$ cat src/rtl/lockstep_fault_handler.sv
// Lockstep fault-reaction stage.
// Filters transient core0/core1 mismatches, parks both cores in a safe state on a
// confirmed fault, records the fault PC, pulses a core reset after the host acks,
// and locks permanently after MAX_RETRIES confirmed faults.
// Optional feature: define LOCKSTEP_TRANSIENT_LOG_EN to add a saturating
// transient_count output that counts filtered (CONFIRM->IDLE) mismatches.
module lockstep_fault_handler #(
    parameter int unsigned CONFIRM_CYCLES = 2,
    parameter int unsigned RST_PULSE      = 4,
    parameter int unsigned MAX_RETRIES    = 3,
    parameter int unsigned CNT_W          = 8
) (
    input  logic             clk,
    input  logic             reset_n,
    input  logic             mismatch_now,
    input  logic [31:0]      pc0,
    input  logic             fault_ack,
    output logic             safe_state,
    output logic             fault_irq,
    output logic             core_reset_req,
    output logic [31:0]      fault_pc,
    output logic [CNT_W-1:0] fault_count,
    output logic             locked,
    output logic [2:0]       state_dbg
`ifdef LOCKSTEP_TRANSIENT_LOG_EN
    ,
    output logic [CNT_W-1:0] transient_count
`endif
);

    typedef enum logic [2:0] {
        StIdle    = 3'd0,
        StConfirm = 3'd1,
        StFault   = 3'd2,
        StRecover = 3'd3,
        StLocked  = 3'd4
    } state_e;

    localparam int unsigned ConfW  = $clog2(CONFIRM_CYCLES + 1);
    localparam int unsigned PulseW = $clog2(RST_PULSE + 1);

    localparam logic [ConfW-1:0]  ConfLast  = ConfW'(CONFIRM_CYCLES - 1);
    localparam logic [PulseW-1:0] PulseLast = PulseW'(RST_PULSE - 1);
    localparam logic [CNT_W-1:0]  CntMax    = {CNT_W{1'b1}};

    state_e             state_q, state_d;
    logic [ConfW-1:0]   conf_cnt_q, conf_cnt_d;
    logic [PulseW-1:0]  pulse_cnt_q, pulse_cnt_d;
    logic [31:0]        pend_pc_q, pend_pc_d;
    logic [31:0]        fault_pc_q, fault_pc_d;
    logic [CNT_W-1:0]   fault_count_q, fault_count_d;
    logic [CNT_W-1:0]   fault_count_inc;
    logic               confirm;
    logic [31:0]        confirm_pc;
    logic               transient;
    logic               safe_q, safe_d;
    logic               irq_q, irq_d;
    logic               rst_req_q, rst_req_d;
    logic               locked_q, locked_d;

    // Saturating increment of the confirmed-fault counter.
    always_comb begin
        fault_count_inc = fault_count_q;
        if (fault_count_q != CntMax) begin
            fault_count_inc = fault_count_q + 1'b1;
        end
    end

    // Next-state logic: mismatch filtering, fault confirmation and recovery timing.
    always_comb begin
        state_d       = state_q;
        conf_cnt_d    = conf_cnt_q;
        pulse_cnt_d   = pulse_cnt_q;
        pend_pc_d     = pend_pc_q;
        fault_pc_d    = fault_pc_q;
        fault_count_d = fault_count_q;
        confirm       = 1'b0;
        confirm_pc    = pend_pc_q;
        transient     = 1'b0;

        case (state_q)
            StIdle: begin
                if (mismatch_now) begin
                    pend_pc_d  = pc0;
                    conf_cnt_d = ConfW'(1);
                    if (CONFIRM_CYCLES == 1) begin
                        // Single-cycle filter: the first mismatch already confirms.
                        confirm    = 1'b1;
                        confirm_pc = pc0;
                    end else begin
                        state_d = StConfirm;
                    end
                end
            end
            StConfirm: begin
                if (mismatch_now) begin
                    if (conf_cnt_q == ConfLast) begin
                        confirm = 1'b1;
                    end else begin
                        conf_cnt_d = conf_cnt_q + 1'b1;
                    end
                end else begin
                    state_d   = StIdle;
                    transient = 1'b1;
                end
            end
            StFault: begin
                if (fault_ack) begin
                    state_d     = StRecover;
                    pulse_cnt_d = '0;
                end
            end
            StRecover: begin
                // Pulse length is fixed; mismatch and ack are both ignored here.
                if (pulse_cnt_q == PulseLast) begin
                    state_d = StIdle;
                end else begin
                    pulse_cnt_d = pulse_cnt_q + 1'b1;
                end
            end
            StLocked: begin
                state_d = StLocked;
            end
            default: begin
                state_d = StIdle;
            end
        endcase

        if (confirm) begin
            fault_pc_d    = confirm_pc;
            fault_count_d = fault_count_inc;
            if (32'(fault_count_inc) >= MAX_RETRIES) begin
                state_d = StLocked;
            end else begin
                state_d = StFault;
            end
        end
    end

    // Output decode from the next state so every output leaves a flop.
    always_comb begin
        safe_d    = (state_d == StFault) || (state_d == StRecover) || (state_d == StLocked);
        irq_d     = (state_d == StFault) || (state_d == StLocked);
        rst_req_d = (state_d == StRecover);
        locked_d  = (state_d == StLocked);
    end

    // State and output registers.
    always_ff @(posedge clk or negedge reset_n) begin
        if (!reset_n) begin
            state_q       <= StIdle;
            conf_cnt_q    <= '0;
            pulse_cnt_q   <= '0;
            pend_pc_q     <= '0;
            fault_pc_q    <= '0;
            fault_count_q <= '0;
            safe_q        <= 1'b0;
            irq_q         <= 1'b0;
            rst_req_q     <= 1'b0;
            locked_q      <= 1'b0;
        end else begin
            state_q       <= state_d;
            conf_cnt_q    <= conf_cnt_d;
            pulse_cnt_q   <= pulse_cnt_d;
            pend_pc_q     <= pend_pc_d;
            fault_pc_q    <= fault_pc_d;
            fault_count_q <= fault_count_d;
            safe_q        <= safe_d;
            irq_q         <= irq_d;
            rst_req_q     <= rst_req_d;
            locked_q      <= locked_d;
        end
    end

`ifdef LOCKSTEP_TRANSIENT_LOG_EN
    logic [CNT_W-1:0] transient_q;

    // Saturating count of filtered transient mismatches.
    always_ff @(posedge clk or negedge reset_n) begin
        if (!reset_n) begin
            transient_q <= '0;
        end else if (transient && (transient_q != CntMax)) begin
            transient_q <= transient_q + 1'b1;
        end
    end

    assign transient_count = transient_q;
`else
    logic unused_transient;
    assign unused_transient = transient;
`endif

    assign safe_state     = safe_q;
    assign fault_irq      = irq_q;
    assign core_reset_req = rst_req_q;
    assign fault_pc       = fault_pc_q;
    assign fault_count    = fault_count_q;
    assign locked         = locked_q;
    assign state_dbg      = state_q;

endmodule

$ cat config.mk
export PLATFORM = sky130hd
export DESIGN_NAME = lockstep_fault_handler
export DESIGN_NICKNAME = d
export VERILOG_FILES = /design/src/rtl/lockstep_fault_handler.sv
export SDC_FILE = /design/constraint.sdc
export NUM_CORES = 1
export LEC_CHECK = 0
export BUFFER_PORTS_ARGS = -buffer_cell sky130_fd_sc_hd__buf_2
export CAP_MARGIN = 20
export CORE_ASPECT_RATIO = 1.75
export CORE_MARGIN = 1
export CORE_UTILIZATION = 55
export CTS_BUF_LIST = sky130_fd_sc_hd__clkbuf_4 sky130_fd_sc_hd__clkbuf_8
export DETAILED_ROUTE_END_ITERATION = 12
export MAX_ROUTING_LAYER = met4
export PLACE_DENSITY = 0.91
export SETUP_SLACK_MARGIN = 0.4
export SLEW_MARGIN = 20
export SYNTH_ARGS = -nofsm -noshare
export SYNTH_HDL_FRONTEND = slang
export SYNTH_SLANG_ARGS = --single-unit
$ cat constraint.sdc
create_clock -name clk -period 2 [get_ports clk]
set_input_delay 0.4 -clock clk [delete_from_list [all_inputs] [get_ports clk]]
set_output_delay 0.4 -clock clk [all_outputs]
set_load 0.01 [all_outputs]
==> impl_metrics.tcl, run 1 <==
set metrics [dict create \
    status "complete, no violations" \
    synthCells 322 \
    synth.area.top_cells "dfrtp_1 (58%), nand2_1 (11%), mux2_2 (9.4%)" \
    io_buffers 82 \
    p_leak_nw 2.62 \
    firstDrtPassIters 4 \
    tightest_slew_ns 0.464 \
    ir_worst_vdd_mv 1.01 \
    start_kind "register" \
    seq_area_frac_synth_pct 58.4 \
    cts_tree "yes" \
    cp.required_ns 2.29 \
    holdWs_ns 0.268 \
    grt_pass1_wl_um 13000 \
    globalplace.congestion 0.951 \
    async_reset_ff_share_pct 100 \
    hold_start "pc0[14]" \
    drt-total-wl_um 9730 \
    netlist_area_um2 3600 \
    reg2reg_depth 6 \
    cts_inserted_buffers 9 \
    htreeDepth 3 \
    rrSetupSlack_ns 0.30 \
    grt_max_degree 46 \
    hold_viol 0 \
    max_freq_mhz 589 \
    yosys_warnings 0 \
    yosysUniqueCellTypes 49 \
    clock_latency_ns 0.36 \
    hpwl_um 5520 \
    cp-end-kind "register" \
    core-area_um2 6280 \
    drive_gt1_share_pct 49.3 \
    viasPerCell 5.67 \
    slew_headroom_pct 69.1 \
    cellPowerDensity_nw_per_um2 1530 \
    hold_depth 2 \
    worstPathArrival_ns 1.99 \
    die_h_um 109 \
    dp.cells 479 \
    period_share_pct 84.9 \
    synth-seq-cells 84 \
    final_cells 516 \
    crit_cells 6 \
    antenna_found_initial 0 \
    clk_pin_slew_ns 0.08 \
    ant_nets 0 \
    die-area_um2 6890 \
    hp-class "in -> reg" \
    slew_viol_final 0 \
    rsz0062_at_grt "true" \
    synth_top_area_cell "dfrtp_1" \
    grt_pass1_vias 2813 \
    max_stage_delay_ns 0.44 \
    cts.sinks 84 \
    synth_nets 362 \
    synth_edf_count 0 \
    row_count 38 \
    path_delay_family "simple AND/OR/NAND/NOR gates" \
    hold-path-endpoint "confirm_pc[14]" \
    synth_most_common_cell "nand2_1" \
    overflow 0 \
    cp_num_buf_inv 2 \
    cp_max_fo 5 \
    criticalPathCategory "reg -> reg" \
    setup_viol_count_final 0 \
    crit-reg2reg-launch "state_dbg[1]" \
    wl_per_cell_um 18.8 \
    cts_max_path_buffers 2 \
    grtUsageTotal_pct 25.8 \
    antenna_cells 0 \
    drt_iter0_markers 180 \
    crit_slowest_cell "or3b_4" \
    die_w_um 63.2 \
    fin_crit_ns 1.70 \
    ys_top_cells_by_count "nand2_1 (108), dfrtp_1 (84), mux2_2 (30), inv_1 (6), o21ai_0 (6)" \
    maxCapViolations 0 \
    synthFlopType "dfrtp_1" \
    syn_to_final_growth_pct 39.8 \
    cpMostUsedCell "buf_12" \
    synth_top_area_share_pct 58.4 \
    io_pins 83 \
    crit_chain "or3b_4 -> buf_12 -> nor2_4 -> buf_12 -> and3_4 -> a2bb2oi_2" \
    clock_skew_ns 0.0119 \
    r2r_end "fault_count[3]" \
    start_util_pct 57.4 \
    layout.nets 471 \
    ctsRootBufferMaster "clkbuf_8" \
    tns_ns 0 \
    num_vias 2925 \
    route.detailed.drc 0 \
    syn_avg_cell_area_um2 11.2 \
]
cell type report:
| cell class | count | area, µm² |
|---|---|---|
| clock inverter | 4 | 70.1 |
| sequential | 84 | 2110 |
| timing repair buffer | 113 | 835 |
| clock buffer | 12 | 165 |
| tap | 80 | 100 |
| multi-input combinational | 217 | 1740 |
| inverter | 6 | 22.5 |
| fill | 363 | 1240 |
power by group:
part | internal [mW] | switching (mW) | total [mW] | leakage (nW)
sequential | 2.46 | 0.614 | 3.07 | 1.03
combinational | 1.69 | 1.56 | 3.25 | 1.47
clock | 0.801 | 0.597 | 1.40 | 0.122
total | 4.95 | 2.77 | 7.72 | 2.62
state kept, by name, indices dropped and copies added (netlist names):
name / flops
core_reset_req: 1
safe_state: 1
conf_cnt_q: 2
fault_pc: 32
locked: 1
fault_count: 8
pulse_cnt_q: 3
confirm_pc: 32
state_dbg: 3
fault_irq: 1
how the worst max path moves through the flow:
stage                       from              to
floorplan           state_dbg[1]   confirm_pc[1]
global placement    mismatch_now  confirm_pc[29]
detailed placement  mismatch_now  confirm_pc[29]
CTS                 state_dbg[1]  fault_count[5]
global route        state_dbg[1]  fault_count[5]
finish              state_dbg[1]  fault_count[3]
cell families after synthesis:
kind of cell / synth area share, %
AOI/OAI and AO/OA: 5.45
muxes: 11.5
adders and majority gates: 1.39
xor gates and xnor gates: 0.486
DFF: 58.4
and+or+nand+nor: 18.7
buffers and inverters: 4.13
stage by stage:
step	util, %	cell area (µm²)	power (mW)	worst slack [ns]
3_5_place_dp	66.1	4150	5.32	0.224
3_3_place_gp	66.1	4150	5.14	0.255
6_report	80.2	5030	7.72	0.302
5_1_grt	80.2	5030	8.09	0.270
2_1_floorplan	-	3650	4.52	0.346
4_1_cts	72.5	4550	6.89	0.292
layer usage:
metal | wire length, µm | vias up | GRT usage, %
li1 | - | 1291 | -
met1 | 3660 | 1491 | 28.1
met4 | 282 | 0 | 15.7
met2 | 5300 | 119 | 43.8
met3 | 491 | 24 | 4.29
met5 | 0 | - | -
repair_timing:
action,4_1_cts,5_1_grt
buffers inserted,11,2
cloned,1,6
resized for setup,9,87
setup endpoints to repair,52,77
hold buffers,1,0
hold endpoints to repair,25,0
pin swaps,9,32
layout by cell type (no fill, tap or decap), types with 2 or more instances in the layout:
| master | n |
|---|---|
| a21oi_1 | 4 |
| and3_1 | 2 |
| buf_12 | 5 |
| buf_2 | 81 |
| buf_4 | 16 |
| buf_6 | 3 |
| bufinv_16 | 2 |
| clkbuf_16 | 6 |
| clkbuf_8 | 12 |
| clkinv_2 | 2 |
| dfrtp_1 | 81 |
| dfrtp_2 | 3 |
| ha_1 | 2 |
| inv_1 | 6 |
| mux2_4 | 34 |
| mux2i_1 | 2 |
| nand2_1 | 80 |
| nand2_2 | 15 |
| nand2_4 | 13 |
| nand2b_1 | 3 |
| nand3_1 | 2 |
| nand3b_1 | 3 |
| nand4b_1 | 2 |
| nor2_1 | 4 |
| nor2b_1 | 3 |
| nor3_1 | 2 |
| nor3_2 | 2 |
| o21ai_0 | 5 |
| o22a_1 | 3 |
| or3_1 | 2 |
(Power assumes the default switching activity.)
==> inputs of run 2 (changes only) <==
- CORE_UTILIZATION: 55 -> 50
- PLACE_DENSITY: 0.91 -> 0.88
- clock period: 2 -> 1.4 ns (I/O delays scaled with it)
==> run 2 against run 1 <==
The flow now finishes with violations (negative setup slack). Sequential power up 39%. Highest routed layer unchanged. Setup slack got worse by 0.66 ns. Power is 56% higher. Non-clock buffer count rose by 59. Critical path type unchanged.
==> impl_metrics.tcl, run 2 (synthesized netlist as in run 1, its figures left out) <==
set metrics [dict create \
    ant_nets 0 \
    hp-class "in -> reg" \
    cts_max_path_buffers 2 \
    drt-total-wl_um 11200 \
    clk_pin_slew_ns 0.09 \
    antenna_cells 0 \
    ctsRootBufferMaster "clkbuf_8" \
    cellPowerDensity_nw_per_um2 2170 \
    grt_max_degree 39 \
    slew_viol_final 0 \
    drive_gt1_share_pct 57.8 \
    cts.sinks 84 \
    row_count 40 \
    die_w_um 66.2 \
    violations "negative setup slack" \
    io_pins 83 \
    firstDrtPassIters 5 \
    fin_crit_ns 1.75 \
    antenna_found_initial 0 \
    maxCapViolations 0 \
    start_util_pct 52.2 \
    htreeDepth 3 \
    tns_ns -20.64 \
    die_h_um 114 \
    nFillCells 368 \
    status "finished with violations" \
    cts_inserted_buffers 9 \
    wl_per_cell_um 19.4 \
    die-area_um2 7560 \
    setup_viol_count_final 83 \
    grtUsageTotal_pct 29.1 \
    slew_headroom_pct 77.8 \
    rsz0062_at_grt "true" \
    layout_common_cells "nand2_1 (91), dfrtp_1 (78), buf_2 (68)" \
    multi_input_area_um2 1730 \
    clock_skew_ns 0.00958 \
    ir_worst_vdd_mv 1.36 \
    route.detailed.drc 0 \
    io_buffers 82 \
    grt_pass1_vias 3264 \
    cp-end-kind "register" \
    p_leak_nw 2.80 \
    tightest_slew_ns 0.334 \
    num_vias 3190 \
    core-area_um2 6910 \
    dp.cells 512 \
    hold_viol 0 \
    criticalPathCategory "reg -> reg" \
    clock_latency_ns 0.37 \
    syn_to_final_growth_pct 54.8 \
    viasPerCell 5.51 \
    cts_tree "yes" \
    worstPathArrival_ns 2.00 \
    final_cells 579 \
    overflow 0 \
    globalplace.congestion 0.917 \
    cp_max_fo 4 \
    max_freq_mhz 570 \
    place_area_um2 4440 \
    layout.nets 530 \
    mostFrequentLayoutCell "nand2_1" \
    grt_pass1_wl_um 15600 \
    start_kind "register" \
    cp.required_ns 1.65 \
    drt_iter0_markers 228 \
    period_share_pct 125 \
    final_area_um2 5580 \
    regArea_um2 2110 \
    setup_ws_ns -0.354 \
    hpwl_um 5890 \
]
[run 2: changes by cell type in the layout (fill, tap and decap cells not counted), sizes merged]
| cell | delta |
|---|---|
| clkinvlp | +1 |
| buf | +63 |
| inv | +1 |
| clkbuf | -5 |
| bufinv | -1 |
[run 2: power breakdown]
part           total, mW  internal, mW  switching (mW)
Clock               1.77         0.871           0.902
Sequential          4.27          3.52           0.752
Combinational       6.04          3.32            2.72
Total               12.1          7.71            4.37
[run 2: worst max-delay path: stages (launching register included)]
cell	delay, ns
dfrtp_2	0.43
or3b_4	0.46
buf_4	0.17
a211oi_4	0.23
mux2_4	0.35
[run 2: final cells by class]
class	instances	share of cell area, %
clock buffers	11	2.49
clock inverters	5	1.08
inverters	6	0.404
multi-input cells	217	31.0
flip-flops and latches	84	37.8
well taps	84	1.89
repair buffers	172	25.3
[run 2: final timing paths]
check	from	endpoint	slack (ns)	cells after the start
setup / recovery	state_dbg[1]	fault_count[1]	-0.35	4
hold / removal	pc0[12]	confirm_pc[12]	0.14	2
setup reg to reg	state_dbg[1]	fault_count[1]	-0.35	4
hold reg to reg	fault_pc[10]	fault_pc[10]	0.48	2
max in group asynchronous	reset_n	fault_pc[17]	0.49	3
min in group asynchronous	reset_n	confirm_pc[2]	0.40	2
[run 2: metrics by stage]
step	utilization (%)	worst slack [ns]	hold slack [ns]	total power, mW
after floorplan	-	-0.253	-0.0156	6.55
after global placement	64.3	-0.202	0.195	7.81
after detailed placement	64.3	-0.253	0.198	8.11
after CTS	75.3	-0.241	0.127	10.9
after global routing	80.7	-0.380	0.134	12.7
final	80.7	-0.354	0.140	12.1
[run 2: repair_timing]
item / CTS / global route
buffers inserted: 29 / 17
cloned: 1 / 3
pin swaps: 17 / 13
hold endpoints to repair: 21 / 0
hold buffers: 1 / 0
resized for setup: 75 / 42
setup endpoints to repair: 131 / 131
[run 2: routing by layer]
layer	GRT usage (%)	wire length, µm
met3	6.87	475
met2	49.5	6310
met1	30.8	4000
met5	-	0
met4	14.5	459
==> inputs of run 3 (changes only) <==
- CTS_CLUSTER_SIZE: unset -> 12
- SETUP_SLACK_MARGIN: 0.4 -> 0.05
==> run 3 against run 2 <==
Die area is the same. Maximum frequency increased by 1.7%. Critical endpoint unchanged. Clock power decreased by 8%. The flow still finishes with violations (negative setup slack). Sequential power rose by 2%. Via count decreased by 5.7%. Global-route usage shrank 1.8 points.
==> impl_metrics.tcl, run 3 (synthesized netlist as in run 1, its figures left out) <==
set metrics [dict create \
    maxCapViolations 0 \
    tns_ns -19.92 \
    hold-path-endpoint "confirm_pc[7]" \
    cts.sinks 84 \
    power_mw 11.6 \
    r2r_end "fault_count[1]" \
    tightest_slew_ns 0.365 \
    drive_gt1_share_pct 56.2 \
    syn_to_final_growth_pct 49.5 \
    clock_skew_ns 0.0103 \
    io_pins 83 \
    slew_viol_final 0 \
    final_core_util_pct 78.0 \
    period_share_pct 123 \
    hold_depth 2 \
    antenna_cells 0 \
    cp-end-kind "register" \
    cts_tree "yes" \
    fin_crit_ns 1.72 \
    hp-class "in -> reg" \
    route.detailed.drc 0 \
    pre_cts_slack_ns -0.276 \
    die_h_um 114 \
    reg2reg_depth 4 \
    criticalPathCategory "reg -> reg" \
    worstPathArrival_ns 1.97 \
    grt_pass1_wl_um 14700 \
    grt_max_degree 33 \
    max_stage_delay_ns 0.46 \
    core-area_um2 6910 \
    globalplace.congestion 0.900 \
    wl_per_cell_um 18.8 \
    crit_chain "or3b_4 -> buf_12 -> a211oi_4 -> mux2_4" \
    rrSetupSlack_ns -0.32 \
    viasPerCell 5.43 \
    nFillCells 396 \
    drt-total-wl_um 10400 \
    max_freq_mhz 580 \
    layout_common_cells "nand2_1 (78), dfrtp_1 (78), buf_2 (72)" \
    ir_worst_vdd_mv 1.34 \
    die-area_um2 7560 \
    firstDrtPassIters 5 \
    clock_latency_ns 0.37 \
    layout.nets 505 \
    grt_pass1_vias 3096 \
    slew_headroom_pct 75.4 \
    grtUsageTotal_pct 27.2 \
    hold_start "pc0[7]" \
    setup_ws_ns -0.324 \
    crit_slowest_cell "or3b_4" \
    regArea_um2 2110 \
    setup_viol_count_final 81 \
    rsz0062_at_grt "true" \
    hpwl_um 5870 \
    status "finished with violations" \
    start_util_pct 52.2 \
    holdWs_ns 0.141 \
    cts_inserted_buffers 9 \
    antenna_found_initial 0 \
    cts_max_path_buffers 2 \
    crit-reg2reg-launch "state_dbg[2]" \
    die_w_um 66.2 \
    htreeDepth 3 \
    hold_viol 0 \
    cp.required_ns 1.65 \
    io_buffers 82 \
    row_count 40 \
    drt_iter0_markers 276 \
    ant_nets 0 \
    cellPowerDensity_nw_per_um2 2150 \
    clk_pin_slew_ns 0.09 \
    multi_input_area_um2 1770 \
    violations "negative setup slack" \
    overflow 0 \
    cp_max_fo 3 \
    start_kind "register" \
    num_vias 3008 \
    p_leak_nw 2.76 \
    ctsRootBufferMaster "clkbuf_8" \
]
## run 3: timing repair
action / 4_1_cts / 5_1_grt
resized for setup: 51 / 83
setup buffers: 10 / 9
pin swaps: 11 / 22
endpoints found under the hold margin: 22 / 0
hold buffers: 1 / 0
cloned: 3 / 3
setup endpoints to repair: 92 / 93
## run 3: critical path, delay by kind of cell (launching register included)
kind,cells,cell delay [ns]
flops,1,0.42
mux,1,0.32
buf+inv,1,0.15
simple gates,1,0.46
compound gates,1,0.25
## run 3: where the power goes
group          internal (mW)  switching (mW)  leakage (nW)
Clock                  0.719           0.897        0.0935
Combinational           3.06            2.55          1.64
Sequential              3.52           0.822          1.02
## run 3: cell type report
class,count,area share (%)
clock buffers,11,2.70
repair buffers,147,22.3
multi-input cells,217,32.9
flip-flops and latches,84,39.2
well taps,84,1.95
inverters,6,0.418
clock inverters,5,0.651
## run 3: worst max path at each step
stage,startpoint,end
3_3_place_gp,state_dbg[1],fault_count[3]
4_1_cts,state_dbg[1],fault_count[1]
3_5_place_dp,state_dbg[1],fault_count[1]
2_1_floorplan,state_dbg[1],confirm_pc[1]
6_report,state_dbg[2],fault_count[1]
5_1_grt,state_dbg[2],fault_count[1]
## run 3: per-stage QoR
stage          cell area (µm²)  std cells
2_1_floorplan             3680        322
3_3_place_gp              4470        517
3_5_place_dp              4470        517
4_1_cts                   4990        547
5_1_grt                   5390        554
6_report                  5390        554
## run 3: metal layers
metal	up-vias	track usage, %	routed length [µm]
li1	1356	-	-
met1	1473	30.2	3820
met2	139	43.9	5590
met3	40	5.78	549
met4	0	16.7	471
met5	-	-	0
